--- src/rtl/pool_max2x2_pkg.sv ---
// -----------------------------------------------------------------------------
// pool_max2x2_pkg
// Shared constants for the 2x2 max-pooling layer that sits between the second
// conv layer and the fully-connected stage: word/address widths, DRAM base
// addresses of the input (ifmap) and output (ofmap) maps, layer dimensions and
// the one-hot FSM state bit positions. Also provides the signed max helper.
// -----------------------------------------------------------------------------
package pool_max2x2_pkg;

    localparam int unsigned DATA_WIDTH = 32;
    localparam int unsigned ADDR_WIDTH = 18;

    // DRAM word addresses of the conv2 output map and of the FC input map.
    localparam logic [17:0] IFMAP_BASE = 18'd65536;
    localparam logic [17:0] OFMAP_BASE = 18'd131072;

    // Layer geometry: 10x10x16 in, 5x5x16 out.
    localparam int unsigned IN_DIM  = 10;
    localparam int unsigned OUT_DIM = IN_DIM / 2;
    localparam int unsigned NUM_CH  = 16;

    // Last index of each traversal counter.
    localparam logic [1:0] K_LAST  = 2'd3;
    localparam logic [2:0] XO_LAST = 3'(OUT_DIM - 1);
    localparam logic [2:0] YO_LAST = 3'(OUT_DIM - 1);
    localparam logic [3:0] Z_LAST  = 4'(NUM_CH - 1);

    // One-hot state bit positions.
    localparam int unsigned ST_IDLE  = 0;
    localparam int unsigned ST_READ  = 1;
    localparam int unsigned ST_DRAIN = 2;
    localparam int unsigned ST_DONE  = 3;

    // Two's-complement maximum; 0x80000000 is the smallest value.
    function automatic logic [DATA_WIDTH-1:0] signed_max(
        input logic [DATA_WIDTH-1:0] a,
        input logic [DATA_WIDTH-1:0] b
    );
        if ($signed(a) > $signed(b)) begin
            return a;
        end else begin
            return b;
        end
    endfunction

endpackage

--- src/rtl/pool_max2x2_addr_gen.sv ---
// -----------------------------------------------------------------------------
// pool_addr_gen
// Window traversal counters for the pooling layer. k (window element) is the
// fastest counter, then xo, yo, z. Forms the DRAM read address for the element
// currently being fetched.
// Ports:
//   clk, srstn     clock, asynchronous active-low reset
//   adv_i          high during READ: issue a read and advance the counters
//   addr_in_o      read address (0 when adv_i is low)
//   last_o         the current read is k=3 of the final window
//   k_o/xo_o/yo_o/z_o  current counter values, for the top's delay pipeline
// -----------------------------------------------------------------------------
module pool_addr_gen
    import pool_max2x2_pkg::*;
#(
    parameter int unsigned             AW      = ADDR_WIDTH,
    parameter logic [AW-1:0]           IN_BASE = IFMAP_BASE
) (
    input  logic          clk,
    input  logic          srstn,
    input  logic          adv_i,
    output logic [AW-1:0] addr_in_o,
    output logic          last_o,
    output logic [1:0]    k_o,
    output logic [2:0]    xo_o,
    output logic [2:0]    yo_o,
    output logic [3:0]    z_o
);

    logic [1:0] k_q,  k_d;
    logic [2:0] xo_q, xo_d;
    logic [2:0] yo_q, yo_d;
    logic [3:0] z_q,  z_d;

    // Counter next-state: each counter wraps at its last value and carries on.
    always_comb begin
        k_d  = k_q;
        xo_d = xo_q;
        yo_d = yo_q;
        z_d  = z_q;
        if (adv_i) begin
            if (k_q == K_LAST) begin
                k_d = 2'd0;
                if (xo_q == XO_LAST) begin
                    xo_d = 3'd0;
                    if (yo_q == YO_LAST) begin
                        yo_d = 3'd0;
                        if (z_q == Z_LAST) begin
                            z_d = 4'd0;
                        end else begin
                            z_d = z_q + 4'd1;
                        end
                    end else begin
                        yo_d = yo_q + 3'd1;
                    end
                end else begin
                    xo_d = xo_q + 3'd1;
                end
            end else begin
                k_d = k_q + 2'd1;
            end
        end else begin
            k_d = k_q;
        end
    end

    // Counter registers.
    always_ff @(posedge clk or negedge srstn) begin
        if (!srstn) begin
            k_q  <= 2'd0;
            xo_q <= 3'd0;
            yo_q <= 3'd0;
            z_q  <= 4'd0;
        end else begin
            k_q  <= k_d;
            xo_q <= xo_d;
            yo_q <= yo_d;
            z_q  <= z_d;
        end
    end

    // y = 2*yo + k[1] and x = 2*xo + k[0] are plain bit concatenations, so the
    // {z, y[4:0], x[4:0]} field is assembled directly from the counters.
    assign addr_in_o = adv_i
        ? IN_BASE + AW'({z_q, 1'b0, yo_q, k_q[1], 1'b0, xo_q, k_q[0]})
        : '0;

    assign last_o = (k_q == K_LAST) && (xo_q == XO_LAST) &&
                    (yo_q == YO_LAST) && (z_q == Z_LAST);
    assign k_o  = k_q;
    assign xo_o = xo_q;
    assign yo_o = yo_q;
    assign z_o  = z_q;

endmodule

--- src/rtl/pool_max2x2.sv ---
// -----------------------------------------------------------------------------
// pool_max2x2
// 2x2 stride-2 max pooling of the 10x10x16 conv2 output map held in DRAM,
// writing the 5x5x16 result in packed {z,y,x} layout for the FC stage.
// Ports:
//   clk, srstn   clock, asynchronous active-low reset
//   enable       start request, only honoured in IDLE
//   dram_valid   unused (read latency is a fixed single cycle)
//   data_in      read data for the address presented the previous cycle
//   data_out     pooled value being written (held until the next write)
//   addr_in      read address, 0 outside READ
//   addr_out     write address (held until the next write)
//   dram_en_wr   one-cycle write strobe per output word
//   dram_en_rd   read enable, high exactly while in READ
//   done         one-cycle completion pulse
// -----------------------------------------------------------------------------
module pool_max2x2
    import pool_max2x2_pkg::*;
#(
    parameter int unsigned               DATA_WIDTH = pool_max2x2_pkg::DATA_WIDTH,
    parameter int unsigned               ADDR_WIDTH = pool_max2x2_pkg::ADDR_WIDTH,
    parameter logic [ADDR_WIDTH-1:0]     IN_BASE    = IFMAP_BASE,
    parameter logic [ADDR_WIDTH-1:0]     OUT_BASE   = OFMAP_BASE
) (
    input  logic                  clk,
    input  logic                  srstn,
    input  logic                  enable,
    input  logic                  dram_valid,
    input  logic [DATA_WIDTH-1:0] data_in,
    output logic [DATA_WIDTH-1:0] data_out,
    output logic [ADDR_WIDTH-1:0] addr_in,
    output logic [ADDR_WIDTH-1:0] addr_out,
    output logic                  dram_en_wr,
    output logic                  dram_en_rd,
    output logic                  done
);

    localparam logic [3:0] S_IDLE  = 4'(1 << ST_IDLE);
    localparam logic [3:0] S_READ  = 4'(1 << ST_READ);
    localparam logic [3:0] S_DRAIN = 4'(1 << ST_DRAIN);
    localparam logic [3:0] S_DONE  = 4'(1 << ST_DONE);

    logic [3:0]            state_q, state_d;
    logic                  drain_q, drain_d;
    logic                  load_q;
    logic [1:0]            k_dly_q;
    logic [2:0]            xo_dly_q, yo_dly_q;
    logic [3:0]            z_dly_q;
    logic [DATA_WIDTH-1:0] max_q, max_d;
    logic [DATA_WIDTH-1:0] data_out_q, data_out_d;
    logic [ADDR_WIDTH-1:0] addr_out_q, addr_out_d;
    logic                  wr_q, wr_d;

    logic                  reading_s;
    logic                  last_s;
    logic [1:0]            k_s;
    logic [2:0]            xo_s, yo_s;
    logic [3:0]            z_s;
    logic [DATA_WIDTH-1:0] cand_s;
    logic                  unused_dram_valid_s;

    assign unused_dram_valid_s = dram_valid;
    assign reading_s           = state_q[ST_READ];

    pool_addr_gen #(
        .AW      (ADDR_WIDTH),
        .IN_BASE (IN_BASE)
    ) u_addr_gen (
        .clk       (clk),
        .srstn     (srstn),
        .adv_i     (reading_s),
        .addr_in_o (addr_in),
        .last_o    (last_s),
        .k_o       (k_s),
        .xo_o      (xo_s),
        .yo_o      (yo_s),
        .z_o       (z_s)
    );

    // FSM next-state; DRAIN covers the two cycles the last read needs to
    // come back and be written.
    always_comb begin
        state_d = state_q;
        drain_d = drain_q;
        case (state_q)
            S_IDLE: begin
                if (enable) begin
                    state_d = S_READ;
                end else begin
                    state_d = S_IDLE;
                end
            end
            S_READ: begin
                drain_d = 1'b0;
                if (last_s) begin
                    state_d = S_DRAIN;
                end else begin
                    state_d = S_READ;
                end
            end
            S_DRAIN: begin
                if (drain_q) begin
                    state_d = S_DONE;
                    drain_d = 1'b0;
                end else begin
                    drain_d = 1'b1;
                end
            end
            S_DONE: begin
                state_d = S_IDLE;
            end
            default: begin
                state_d = S_IDLE;
                drain_d = 1'b0;
            end
        endcase
    end

    // FSM registers.
    always_ff @(posedge clk or negedge srstn) begin
        if (!srstn) begin
            state_q <= S_IDLE;
            drain_q <= 1'b0;
        end else begin
            state_q <= state_d;
            drain_q <= drain_d;
        end
    end

    // Delay pipeline: tags each returning read word with its window position.
    always_ff @(posedge clk or negedge srstn) begin
        if (!srstn) begin
            load_q   <= 1'b0;
            k_dly_q  <= 2'd0;
            xo_dly_q <= 3'd0;
            yo_dly_q <= 3'd0;
            z_dly_q  <= 4'd0;
        end else begin
            load_q   <= reading_s;
            k_dly_q  <= k_s;
            xo_dly_q <= xo_s;
            yo_dly_q <= yo_s;
            z_dly_q  <= z_s;
        end
    end

    assign cand_s = signed_max(max_q, data_in);

    // Running max and write port; k=0 restarts the max, k=3 emits the result.
    always_comb begin
        max_d      = max_q;
        data_out_d = data_out_q;
        addr_out_d = addr_out_q;
        wr_d       = 1'b0;
        if (load_q) begin
            if (k_dly_q == 2'd0) begin
                max_d = data_in;
            end else begin
                max_d = cand_s;
            end
            if (k_dly_q == K_LAST) begin
                data_out_d = cand_s;
                addr_out_d = OUT_BASE +
                    ADDR_WIDTH'({z_dly_q, 2'b00, yo_dly_q, 2'b00, xo_dly_q});
                wr_d       = 1'b1;
            end else begin
                wr_d = 1'b0;
            end
        end else begin
            wr_d = 1'b0;
        end
    end

    // Max and output registers.
    always_ff @(posedge clk or negedge srstn) begin
        if (!srstn) begin
            max_q      <= '0;
            data_out_q <= '0;
            addr_out_q <= '0;
            wr_q       <= 1'b0;
        end else begin
            max_q      <= max_d;
            data_out_q <= data_out_d;
            addr_out_q <= addr_out_d;
            wr_q       <= wr_d;
        end
    end

    assign data_out   = data_out_q;
    assign addr_out   = addr_out_q;
    assign dram_en_wr = wr_q;
    assign dram_en_rd = reading_s;
    assign done       = state_q[ST_DONE];

endmodule

--- config.mk ---
export PLATFORM = sky130hd
export DESIGN_NAME = pool_max2x2
export DESIGN_NICKNAME = d
export VERILOG_FILES = /design/src/rtl/pool_max2x2_pkg.sv /design/src/rtl/pool_max2x2_addr_gen.sv /design/src/rtl/pool_max2x2.sv
export SDC_FILE = /design/constraint.sdc
export NUM_CORES = 1
export LEC_CHECK = 0
export CAP_MARGIN = 30
export CORE_UTILIZATION = 51
export CTS_CLUSTER_SIZE = 30
export DETAILED_ROUTE_END_ITERATION = 8
export PLACE_DENSITY = 0.87
export SLEW_MARGIN = 40
export SYNTH_ARGS = -nofsm -noshare
export SYNTH_HDL_FRONTEND = slang
export SYNTH_SLANG_ARGS = --single-unit
--- constraint.sdc ---
create_clock -name clk -period 5.6 [get_ports clk]
set_input_delay 1.12 -clock clk [delete_from_list [all_inputs] [get_ports clk]]
set_output_delay 1.12 -clock clk [all_outputs]
set_load 0.1 [all_outputs]
==> Word-level counts from Yosys, hierarchy flattened <==
Index checks and enable logic that the tools add are counted.
{ "op_classes": {"n_addsub": 6, "magnitude_cmp": 1, "eq_ne": 10, "mux": 15, "n_reduce_logical": 9} }
{ "ops": {"columns": ["operator", "count"], "rows": [
  ["$mux 32", 2],
  ["$gt 32x32->1", 1],
  ["$add 17x14->18 const A", 1],
  ["$add 18x14->18 const A", 1],
  ["$mux 18", 1],
  ["$pmux 4 s3", 1],
  ["$mux 3", 3],
  ["$eq 4x4->1 const B", 2],
  ["$mux 4", 2],
  ["$add 3x1->3 const B", 2],
  ["$eq 3x3->1 const B", 2],
  ["$add 4x1->4 const B", 1],
  ["$eq 2x2->1 const B", 2],
  ["$eq 4x1->1 const B", 1],
  ["$eq 4x2->1 const B", 1],
  ["$eq 4x3->1 const B", 1],
  ["$mux 2", 2],
  ["$reduce_and 2->1", 2],
  ["$reduce_and 4->1", 1],
  ["$logic_and 1x1->1", 3],
  ["$mux 1", 3],
  ["$reduce_and 3->1", 1],
  ["$add 2x1->2 const B", 1],
  ["$logic_not 2->1", 1],
  ["3 further kinds", 3]
]} }
{ "word_totals": {"regBits": 113, "input_bits": 36, "out_inout_bits": 71, "word_cells": 56} }

==> Depth between registers and ports, before layout <==
{ "logic_depth": {"ltp_word": 6, "mapped_depth": 10} }

==> Hierarchy <==
A second synthesis with hierarchy kept.
{ "unflattened": {"hier_cells": 510, "hier_area_um2": 5652.9} }
{ "by_module_without_submodules": {"columns": ["module", "n_inst", "cells_each", "area_each_um2", "seq_area_each_um2"], "rows": [
  ["pool_max2x2", 1, 428, 4883.4, 2353.5],
  ["pool_addr_gen", 1, 82, 769.5, 300.3]
]} }

==> Worst setup path after synthesis <==
OpenSTA, ideal clock, no wires.
{ "synth_timing": {"path_kind": "reg-to-output", "from": "reg state_q[1]", "to": "out addr_in[1]", "t_arrival_ns": 2.689, "t_required_ns": 4.480, "slack_ns": 1.791, "stages_incl_launch_ff": 4, "path_cell_list": "dfrtp_1 > clkbuf_1 > inv_1 > nor2_1"} }
{ "synth_between": {"elab_chain_len": 1} }
{ "synth_rtl": {"columns": ["element", "line_no", "source"], "rows": [
  ["start, declared", "pool_max2x2.sv:43", "logic [3:0] state_q, state_d;"],
  ["start signal, assigned", "pool_max2x2.sv:125", "state_q <= state_d;"],
  ["$mux 18", "pool_max2x2_addr_gen.sv:85", "? IN_BASE + AW'({z_q, 1'b0, yo_q, k_q[1], 1'b0, xo_q, k_q[0]})"],
  ["end, declared", "pool_max2x2.sv:31", "output logic [ADDR_WIDTH-1:0] addr_in,"]
]} }
No other way between the ends.

==> Worst setup path in the final report <==
{ "layout_timing": {"from": "in data_in[31]", "to": "reg max_q[25]"} }
{ "layout_between": {"elab_chain_len": 3} }
{ "layout_rtl": {"columns": ["element", "line_no", "source"], "rows": [
  ["start, declared", "pool_max2x2.sv:29", "input logic [DATA_WIDTH-1:0] data_in,"],
  ["$gt 32x32->1", "pool_max2x2_pkg.sv:39", "if ($signed(a) > $signed(b)) begin"],
  ["$mux 32", "pool_max2x2_pkg.sv:39", null],
  ["$mux 32", "pool_max2x2.sv:156", "if (k_dly_q == 2'd0) begin"],
  ["end signal, assigned", "pool_max2x2.sv:182", "max_q <= max_d;"],
  ["end, declared", "pool_max2x2.sv:49", "logic [DATA_WIDTH-1:0] max_q, max_d;"]
]} }
No other way between the ends.
A chain may end at the register's enable or synchronous reset.

==> flow_summary.yaml <==
layout:
  layout_common_cells: "dfrtp_1, buf_2, nand2_1, nor2_1, a21oi_1"
  nets: 693
  area_delta_synth_final_pct: 17.0
  layout_commonest_cell: "dfrtp_1"
  drive_gt1_frac: 0.152
  antenna_cells: 0
drt:
  wirelength_mm: 12.1
  drc: 0
  drtIter0Drc: 233
  wl_per_cell_microns: 15.9
  vias: 4269
  drtAntennaViolNets: 0
  avgViaCountPerCell: 5.62
  first_pass_iters: 4
grt:
  grt_pass1_wl_mm: 20.0
  grtUsageMet3: 0.0499
  met2_usage: 0.393
  antenna_found_initial: 0
  grt-ovfl-total: 0
  grt_util_met1: 0.278
  grt_pass1_vias: 4373
  gr-usage-all-layers: 0.229
  grt_busiest_layer: "met2"
  grt_max_degree: 59
clocking:
  root_buffer: "clkbuf_8"
  clk_pin_slew_worst_paths_ns: 0.10
  post_cts_buffers: 0
  ctsHoldBuffers: 0
  h-tree-depth: 3
  clock_latency_ns: 0.39
  clock_sinks: 106
  cts_resized: 0
  clockBufferDepth: 2
  cts_made_buffers: 9
  cts_tree: "done"
critical_path:
  crit_buf_inv: 3
  max_stage_delay_ns: 0.52
  crit_type: "in -> reg"
  cp.required_ns: 5.86
  endpoint_kind: "flip-flop"
  cp_top_family: "simple AND/OR/NAND/NOR gates"
  path_cells: "clkdlybuf4s50_1 -> inv_1 -> ha_1 -> and4_1 -> nand3_1 -> or3_1 -> or3_1 -> o2111a_2 -> o31ai_4 -> buf_4 -> mux2_1"
  worst-path-max-fanout: 34
  crit_slowest_cell: "clkdlybuf4s50_1"
  r2r_slack_ns: 1.88
  crit_arrival_ns: 4.86
  cp-start-kind: "input pin"
  cp_common_cell: "or3_1"
yosys:
  syn-instance-count: 538
  yosysWarningCount: 0
  synth.distinct_cells: 46
  syn-cell-area_sq_um: 5430
  syn_area_per_cell_sq_um: 10.1
  yosys.area.top_type: "dfrtp_1"
  synth_seq_cells: 106
  synth.mux.area_fraction: 0.0765
  synth_top_flop_cell: "dfrtp_1"
  synth_compound_area_frac: 0.162
  synthTopCellsByArea: "dfrtp_1, ha_1, mux2_1"
  synth_top_family_by_area: "compound AO/OA/AOI/OAI gates"
  seq_area_frac_synth: 0.489
  netlist.area_leader.share: 0.484
  synthArstFlopShare: 1.00
  synth-edff-count: 0
  synth_xor_area_frac: 0.00161
  synth_fa_ha_area_frac: 0.0875
  synth_simple_gate_area_frac: 0.114
place:
  io_buffers: 93
  gp_congestion: 0.828
  hpwlAfterDp_mm: 8.06
  dp_slack_ns: 0.632
die:
  die-area_sq_um: 11100
  rows: 37
  initial_core_util: 0.526
  core-area_sq_um: 10300
  ios: 107
  fp.dieW_microns: 105
  fp.dieH_microns: 105
sta:
  fin_setup_tns_ns: 0
  drv_slew: 0
  hold_viol_final: 0
  maxSlewHeadroom: 0.481
  layout_setup_ws_ns: 0.996
  tightest_slew_ns: 0.779
  rsz0062_at_grt: "no"
  finClkSkew_ns: 0.0168
  fmax_mhz: 217
  period_share: 0.822
  setup_viol: 0
  min_period_ns: 4.60
outcome:
  status: "complete, no violations"
hold_path:
  hp-class: "reg -> reg"
flow_run:
  cap_violations: 0
## flip-flops by register name, indices dropped and copies added, names as in the netlist, 2 cells and up
| register | flops |
|---|---|
| addr_out | 11 |
| data_out | 32 |
| k_dly_q | 2 |
| max_q | 32 |
| state_q | 4 |
| u_addr_gen.k_o | 2 |
| u_addr_gen.xo_o | 3 |
| u_addr_gen.yo_o | 3 |
| u_addr_gen.z_o | 4 |
| xo_dly_q | 3 |
| yo_dly_q | 3 |
| z_dly_q | 4 |
## cell type report
| cell class | count | area [sq um] |
|---|---|---|
| repair buffers | 100 | 686 |
| well taps | 136 | 170 |
| multi-input cells | 363 | 2470 |
| clock buffers | 9 | 124 |
| clock inverters | 7 | 108 |
| fillers | 833 | 3970 |
| inverters | 39 | 146 |
| flip-flops and latches | 106 | 2650 |
## cell families (layout without fill, tap and decap cells)
family / after synthesis / in the layout
fa+ha+maj: 38 / 38
xor+xnor: 1 / 1
other cells: 1 / 12
buf+inv: 80 / 155
flops: 106 / 106
compound gates: 138 / 138
simple gates: 137 / 137
mux: 37 / 37
## per-layer routing
layer / wire (microns) / vias to the layer above
met3: 772 / 21
met2: 5980 / 150
li1: - / 2042
met1: 5100 / 2056
met5: 0 / -
met4: 211 / 0
## worst reg2reg max path, stage by stage, from the launching register on
cell and delay [ns]:
dfrtp_1 0.42, ha_1 0.38, and4_1 0.28, nand3_1 0.11, or3_1 0.45, or3_1 0.43
o2111a_2 0.38, o31ai_4 0.32, buf_4 0.43, mux2_1 0.40
## worst paths after layout
kind	cells past startpoint	startpoint	to
min	0	u_addr_gen.k_o[1]	k_dly_q[1]
max reg2reg	9	max_q[31]	max_q[25]
max	11	data_in[31]	max_q[25]
min reg2reg	0	u_addr_gen.k_o[1]	k_dly_q[1]
min in group asynchronous	1	srstn	data_out[5]
max in group asynchronous	2	srstn	max_q[21]
## stage by stage
step                utilization  std cells  hold WS, ns  instance area, sq um
floorplan                     -        549        0.387                  5470
global placement          0.621        744        0.408                  6410
detailed placement        0.593        744        0.413                  6120
CTS                       0.615        760        0.440                  6350
global route              0.616        760        0.457                  6360
finish                    0.616        760        0.440                  6360
## cells in the mapped netlist, types with 2 or more instances
cell,n
and2_1,8
nand2b_1,4
inv_1,38
o21a_1,2
ha_1,38
mux2_1,30
o21ai_0,41
nand3_1,7
a21o_1,4
dfrtp_1,105
mux2_2,6
o21bai_1,2
a41oi_1,31
or3_1,2
nand2_1,49
a21oi_1,46
nor3_1,5
buf_4,13
nor4bb_1,2
nand4_1,6
and4_1,3
clkbuf_1,24
buf_6,3
nor2_1,47
Power is not shown: default switching activity piles up to over one toggle a cycle in this logic, so the estimate is an artifact.
